--- src/rtl/pc_predict_unit.sv ---
// Fetch-address generator: registered pc plus a tagged BTB with saturating direction counters.
// Define PC_PREDICT_BTB_EN to build the tables; without it only redirect/stall/sequential fetch remain.
module pc_predict_unit #(
  parameter int          ENTRIES  = 128,
  parameter int          TAG_BITS = 9,
  parameter int          CNT_BITS = 2,
  parameter logic [31:0] RESET_PC = 32'h0
) (
  input  logic        clk,
  input  logic        rst,
  output logic [31:0] pc,
  output logic        pred_taken,
  output logic [31:0] pred_target,
  input  logic        jump_flag,
  input  logic        branch_flag,
  input  logic        branch_taken,
  input  logic [31:0] branch_pc,
  input  logic [31:0] branch_to,
  input  logic [4:0]  stall_signal
);

  // Redirect contract: jump_flag in cycle N puts branch_to on pc in N+1,
  // ahead of stall and prediction; rst overrides everything.
  always_ff @(posedge clk) begin
    if (rst) begin
      pc <= RESET_PC;
    end else if (jump_flag) begin
      pc <= branch_to;
    end else if (!stall_signal[0]) begin
      pc <= pred_taken ? pred_target : pc + 32'd4;
    end
  end

`ifdef PC_PREDICT_BTB_EN
  localparam int IDX_BITS = $clog2(ENTRIES);
  localparam logic [CNT_BITS-1:0] CNT_MAX = '1;
  localparam logic [CNT_BITS-1:0] CNT_WT  = CNT_BITS'(1) << (CNT_BITS - 1);
  localparam logic [CNT_BITS-1:0] CNT_WNT = CNT_WT - CNT_BITS'(1);

  logic                valid_q  [ENTRIES];
  logic [TAG_BITS-1:0] tag_q    [ENTRIES];
  logic [31:0]         target_q [ENTRIES];
  logic [CNT_BITS-1:0] cnt_q    [ENTRIES];

  logic [IDX_BITS-1:0] rd_idx;
  logic [IDX_BITS-1:0] wr_idx;
  logic [TAG_BITS-1:0] rd_tag;
  logic [TAG_BITS-1:0] wr_tag;
  logic                rd_hit;
  logic                wr_hit;
  logic [CNT_BITS-1:0] cnt_next;
  logic                unused_ok;

  assign rd_idx = pc[IDX_BITS+1:2];
  assign rd_tag = pc[IDX_BITS+TAG_BITS+1:IDX_BITS+2];
  assign wr_idx = branch_pc[IDX_BITS+1:2];
  assign wr_tag = branch_pc[IDX_BITS+TAG_BITS+1:IDX_BITS+2];

  assign rd_hit      = valid_q[rd_idx] && (tag_q[rd_idx] == rd_tag);
  assign wr_hit      = valid_q[wr_idx] && (tag_q[wr_idx] == wr_tag);
  assign pred_taken  = rd_hit && cnt_q[rd_idx][CNT_BITS-1];
  assign pred_target = target_q[rd_idx];

  // A miss allocates with the counter just across the taken/not-taken boundary.
  always_comb begin
    cnt_next = branch_taken ? CNT_WT : CNT_WNT;
    if (wr_hit) begin
      if (branch_taken) begin
        cnt_next = (cnt_q[wr_idx] == CNT_MAX) ? CNT_MAX : cnt_q[wr_idx] + CNT_BITS'(1);
      end else begin
        cnt_next = (cnt_q[wr_idx] == '0) ? '0 : cnt_q[wr_idx] - CNT_BITS'(1);
      end
    end
  end

  always_ff @(posedge clk) begin
    if (rst) begin
      for (int i = 0; i < ENTRIES; i++) begin
        valid_q[i] <= 1'b0;
        cnt_q[i]   <= CNT_WNT;
      end
    end else if (branch_flag) begin
      valid_q[wr_idx] <= 1'b1;
      cnt_q[wr_idx]   <= cnt_next;
    end
  end

  // Tag and target carry no reset; valid_q guards them.
  always_ff @(posedge clk) begin
    if (branch_flag && !rst) begin
      tag_q[wr_idx]    <= wr_tag;
      target_q[wr_idx] <= branch_to;
    end
  end

  assign unused_ok = ^{branch_pc, stall_signal[4:1]};
`else
  logic unused_ok;

  assign pred_taken  = 1'b0;
  assign pred_target = 32'h0;
  assign unused_ok   = ^{branch_flag, branch_taken, branch_pc, stall_signal[4:1]};
`endif

endmodule

--- config.mk ---
export PLATFORM = sky130hd
export DESIGN_NAME = pc_predict_unit
export DESIGN_NICKNAME = d
export VERILOG_FILES = /design/src/rtl/pc_predict_unit.sv
export SDC_FILE = /design/constraint.sdc
export NUM_CORES = 1
export LEC_CHECK = 0
export CAP_MARGIN = 20
export CELL_PAD_IN_SITES_DETAIL_PLACEMENT = 1
export CELL_PAD_IN_SITES_GLOBAL_PLACEMENT = 1
export CORE_MARGIN = 1.5
export CORE_UTILIZATION = 25
export DETAILED_ROUTE_END_ITERATION = 10
export GPL_ROUTABILITY_DRIVEN = 0
export PLACE_DENSITY_LB_ADDON = 0.1
export REMOVE_ABC_BUFFERS = 1
export SLEW_MARGIN = 0
export SYNTH_ARGS = -nofsm -noshare
export SYNTH_HDL_FRONTEND = slang
export SYNTH_SLANG_ARGS = --single-unit
--- constraint.sdc ---
create_clock -name clk -period 2.8 [get_ports clk]
set_clock_uncertainty 0.15 [all_clocks]
set_input_delay 0.7 -clock clk [delete_from_list [all_inputs] [get_ports clk]]
set_output_delay 0.7 -clock clk [all_outputs]
set_load 0.02 [all_outputs]
After elaboration in Yosys (flattened, before gate mapping)
Index checks and enable logic that the tools add are counted. Widths: inputs -> output; s select.

$add $sub $neg: 1. $lt $le $gt $ge: 0. Multipliers: 0. Reduce and logical (&&, ||, !) cells: 0. Eq/ne operators: 1. Multiplexer cells: 2. Bitwise operators: 0. Shift operators: 0. Divide/modulo/power cells: 0.

Operator list (number): $mux 32 (2); $add 32x3->32 const B (1); $ne 2x2->1 const B (1).

Output and inout bits: 65. RAM bits: 0. Bits in read-only memories: 0. Latch bits: 0. Register bits: 32. Input bits: 74. Memories kept: 0. Word-level logic and storage cells: 5.

Depth between registers and ports, before layout
Word-level depth: 3. Gate-level depth with buffers: 7. Depth with buffers taken out: 5.

Worst setup path before layout
OpenSTA, ideal clock, no wires.

Path type: input to register. From: in jump_flag. To: reg pc[2]. Stages: 7. Data required time: 2580 ps. Arrival time: 1976 ps. Buffers on the path: 4. Setup time: 70 ps. Slack: 603 ps. Cell sequence: clkbuf_1 -> inv_1 -> clkbuf_1 -> clkbuf_1 -> clkbuf_1 -> nand2_1 -> a21oi_1.

Word-level cells in the longest chain between the ends: 1.

Ends and longest elaborated chain: from (decl) (RTL line 14) `input logic jump_flag,`; $ne 2x2->1 (no line) or $mux 32 (tied branches); to (signal assigned) (RTL line 28) `pc <= branch_to;`; to (signal assigned) (RTL line 30) `pc <= pred_taken ? pred_target : pc + 32'd4;`; to (decl) (RTL line 11) `output logic [31:0] pc,`.

Parallel ways exist; a longest one is shown, timed or not. A chain may end at the register's enable or synchronous reset.

Final worst setup path
From: in stall_signal[0]. To: reg pc[30].

Word-level cells in the longest chain between the ends: 1.

Ends and longest elaborated chain: from (decl) (RTL line 19) `input logic [4:0] stall_signal`; $ne 2x2->1 (no line).

No other way between the ends.

==> reports/metrics.yaml <==
reg2reg_depth: 4
antenna_found_initial: 0
setup_ws_ns: 0.407
drtIter0Drc: 36
grt_use_total: 0.149
seq_area_frac_synth: 0.301
grt_start_max_net_pins: 49
avgSynthCellArea_um2: 8.04
viasPerCell: 4.93
multi_input_area_um2: 1290
fill_cells: 997
drive_gt1_frac: 0.0623
dp_hpwl_mm: 4.94
final_area_um2: 2940
worstSetupEndpointType: "flip-flop"
use_met2: 0.241
rr_endpoint: "pc[30]"
worstHoldStart: "pc[0]"
syn_area_um2: 2130
yosysWarnings: 0
synth_edf_count: 0
clk_pin_slew_ns: 0.07
worstPathCellList: "clkdlybuf4s50_1, buf_4, nand3b_1, nor4_1, a211oi_1, a2111oi_0"
hold_class: "reg -> reg"
antenna_cells: 0
hold_path_depth: 2
ir_drop_uv: 133
ys_ff_latch: 32
mostFrequentLayoutCell: "clkdlybuf4s50_1"
grt_pass1_vias: 2012
cts_hold_buffers: 0
maxSlewViolCount: 0
hold_viol: 0
drc_errors: 0
grt_pass1_wl_mm: 10.4
first_pass_iters: 3
initial_core_util: 0.259
layout_common_cells: "67 x clkdlybuf4s50_1, 33 x conb_1, 32 x dfxtp_1"
coreArea_um2: 8220
cp_max_fo: 11
gr-total-overflow: 0
cp_slowest_stage_delay_ns: 0.50
startpoint_type: "input port"
clk_latency_ns: 0.28
regMostFlops: "pc"
cts-root-buf: "clkbuf_8"
setup_violations: 0
status: "complete, no violations"
avgRoutedWirePerCell_um: 15.0
die_x_um: 95.3
hold_end: "pc[0]"
fin_util: 0.358
fin_nets: 411
dieArea_um2: 9090
async_reset_ff_frac: 0
rsz0062_at_grt: "false"
power.total_mw: 1.22
largest_reg_flops: 32
synthCells: 265
dp_slack_ns: 0.107
synth.distinct_cells: 51
htree_levels: 2
cts.sink_count: 32
syn2layout_area_growth_pct: 38.0
regToRegSetupSlack_ns: 0.49
cp.arrival_ns: 2.41
globalRouteMet3Util: 0.0311
post_cts_buffers: 0
fin_setup_tns_ns: 0
crit_required_ns: 2.82
grt_use_met1: 0.202
ys.flop_type: "dfxtp_1"
post-place-cells: 434
busiest_layer: "met2"
numPortBuffers: 67
seqCellArea_um2: 641
dieHeight_um: 95.3
rows: 33
finalWirelength_mm: 6.64
boundaryPins: 139
max_clock_freq_mhz: 418
r2r_start: "pc[8]"
min_period_over_period: 0.855
cts_resized: 0
largest_registers: "pc x32"
max-clock-path-buffers: 2
hold_ws_ns: 0.352
p_per_area_nw_per_um2: 414
postRouteAntennaNets: 0
vias: 2180
stdcell_count: 442
critPathKind: "in -> reg"
numCtsBuffers: 5
fin_crit_ns: 2.39
relSlewSlack: 0.444
cp_slowest_cell: "clkdlybuf4s50_1"
post_dp_cell_area_um2: 2850
cap_violations: 0
cts_tree: "yes"
power_leakage_nw: 1.03
worst_slew_pin_slew_ns: 0.827
[how the worst max path moves through the flow]
| stage | end | from | depth (start not counted) | slack, ns |
|---|---|---|---|---|
| 6_report | pc[30] | stall_signal[0] | 6 | 0.41 |
| 4_1_cts | pc[30] | stall_signal[0] | 6 | 0.40 |
| 2_1_floorplan | pc[26] | jump_flag | 4 | 0.55 |
| 3_3_place_gp | pc[28] | stall_signal[0] | 4 | 0.15 |
| 3_5_place_dp | pc[30] | stall_signal[0] | 6 | 0.11 |
| 5_1_grt | pc[15] | stall_signal[0] | 6 | 0.20 |
[layout make-up]
| type | instances | share of cell area |
|---|---|---|
| Multi-Input combinational cell | 213 | 0.439 |
| Timing Repair Buffer | 78 | 0.260 |
| Sequential cell | 32 | 0.218 |
| Tap cell | 105 | 0.0447 |
| Clock buffer | 8 | 0.0306 |
| Inverter | 6 | 0.00766 |
[kinds of logic (layout without fill, tap and decap cells)]
| family | Yosys count | in the layout | share of synthesized area |
|---|---|---|---|
| AND/OR/NAND/NOR | 118 | 118 | 0.306 |
| multiplexers | 3 | 3 | 0.0141 |
| adder cells (fa/ha/maj) | 1 | 1 | 0.00587 |
| other | 1 | 33 | 0.00176 |
| flip-flops | 32 | 32 | 0.301 |
| buffers and inverters | 52 | 92 | 0.150 |
| XOR/XNOR | 9 | 9 | 0.0370 |
| AO/OA/AOI/OAI | 49 | 49 | 0.184 |
[power by group]
part	leakage (nW)	switching, mW	internal (mW)
Clock	0.0455	0.181	0.201
Sequential	0.266	0.0473	0.487
Combinational	0.719	0.159	0.142
[critical path: cells and delay by family]
kind,cells,cell delay [ns]
and+or+nand+nor,2,0.49
buffers and inverters,2,0.73
AOI/OAI and AO/OA,2,0.50
[Yosys cell counts (2+ instances only)]
cell type | instances | share of area
nor3_1 | 5 | 0.012
mux2i_1 | 3 | 0.014
a21oi_1 | 4 | 0.0094
xnor2_1 | 3 | 0.012
inv_1 | 6 | 0.011
a311o_1 | 2 | 0.0094
o2111a_1 | 3 | 0.016
or3_1 | 5 | 0.015
and2_1 | 3 | 0.0088
nand4_1 | 13 | 0.038
or2_2 | 2 | 0.0059
or4_1 | 5 | 0.018
o21ai_0 | 5 | 0.012
o31ai_1 | 5 | 0.018
nand2b_1 | 3 | 0.0088
clkbuf_1 | 10 | 0.018
nand3_1 | 8 | 0.019
a311oi_1 | 7 | 0.029
nor4_1 | 8 | 0.023
nand3b_1 | 2 | 0.0070
nor2b_1 | 3 | 0.0088
nand2_1 | 20 | 0.035
xor2_1 | 6 | 0.025
nor2_1 | 29 | 0.051
a211oi_1 | 9 | 0.032
buf_4 | 33 | 0.12
dfxtp_1 | 32 | 0.30
a2111oi_0 | 4 | 0.016
and4_1 | 4 | 0.016
buf_1 | 2 | 0.0035
[metal layers]
| metal | part of all wire | wire length, um |
|---|---|---|
| met5 | 0 | 0 |
| met4 | 0.0072 | 48 |
| met3 | 0.048 | 318 |
| met2 | 0.45 | 3000 |
| met1 | 0.49 | 3270 |
(Power assumes the default switching activity.)
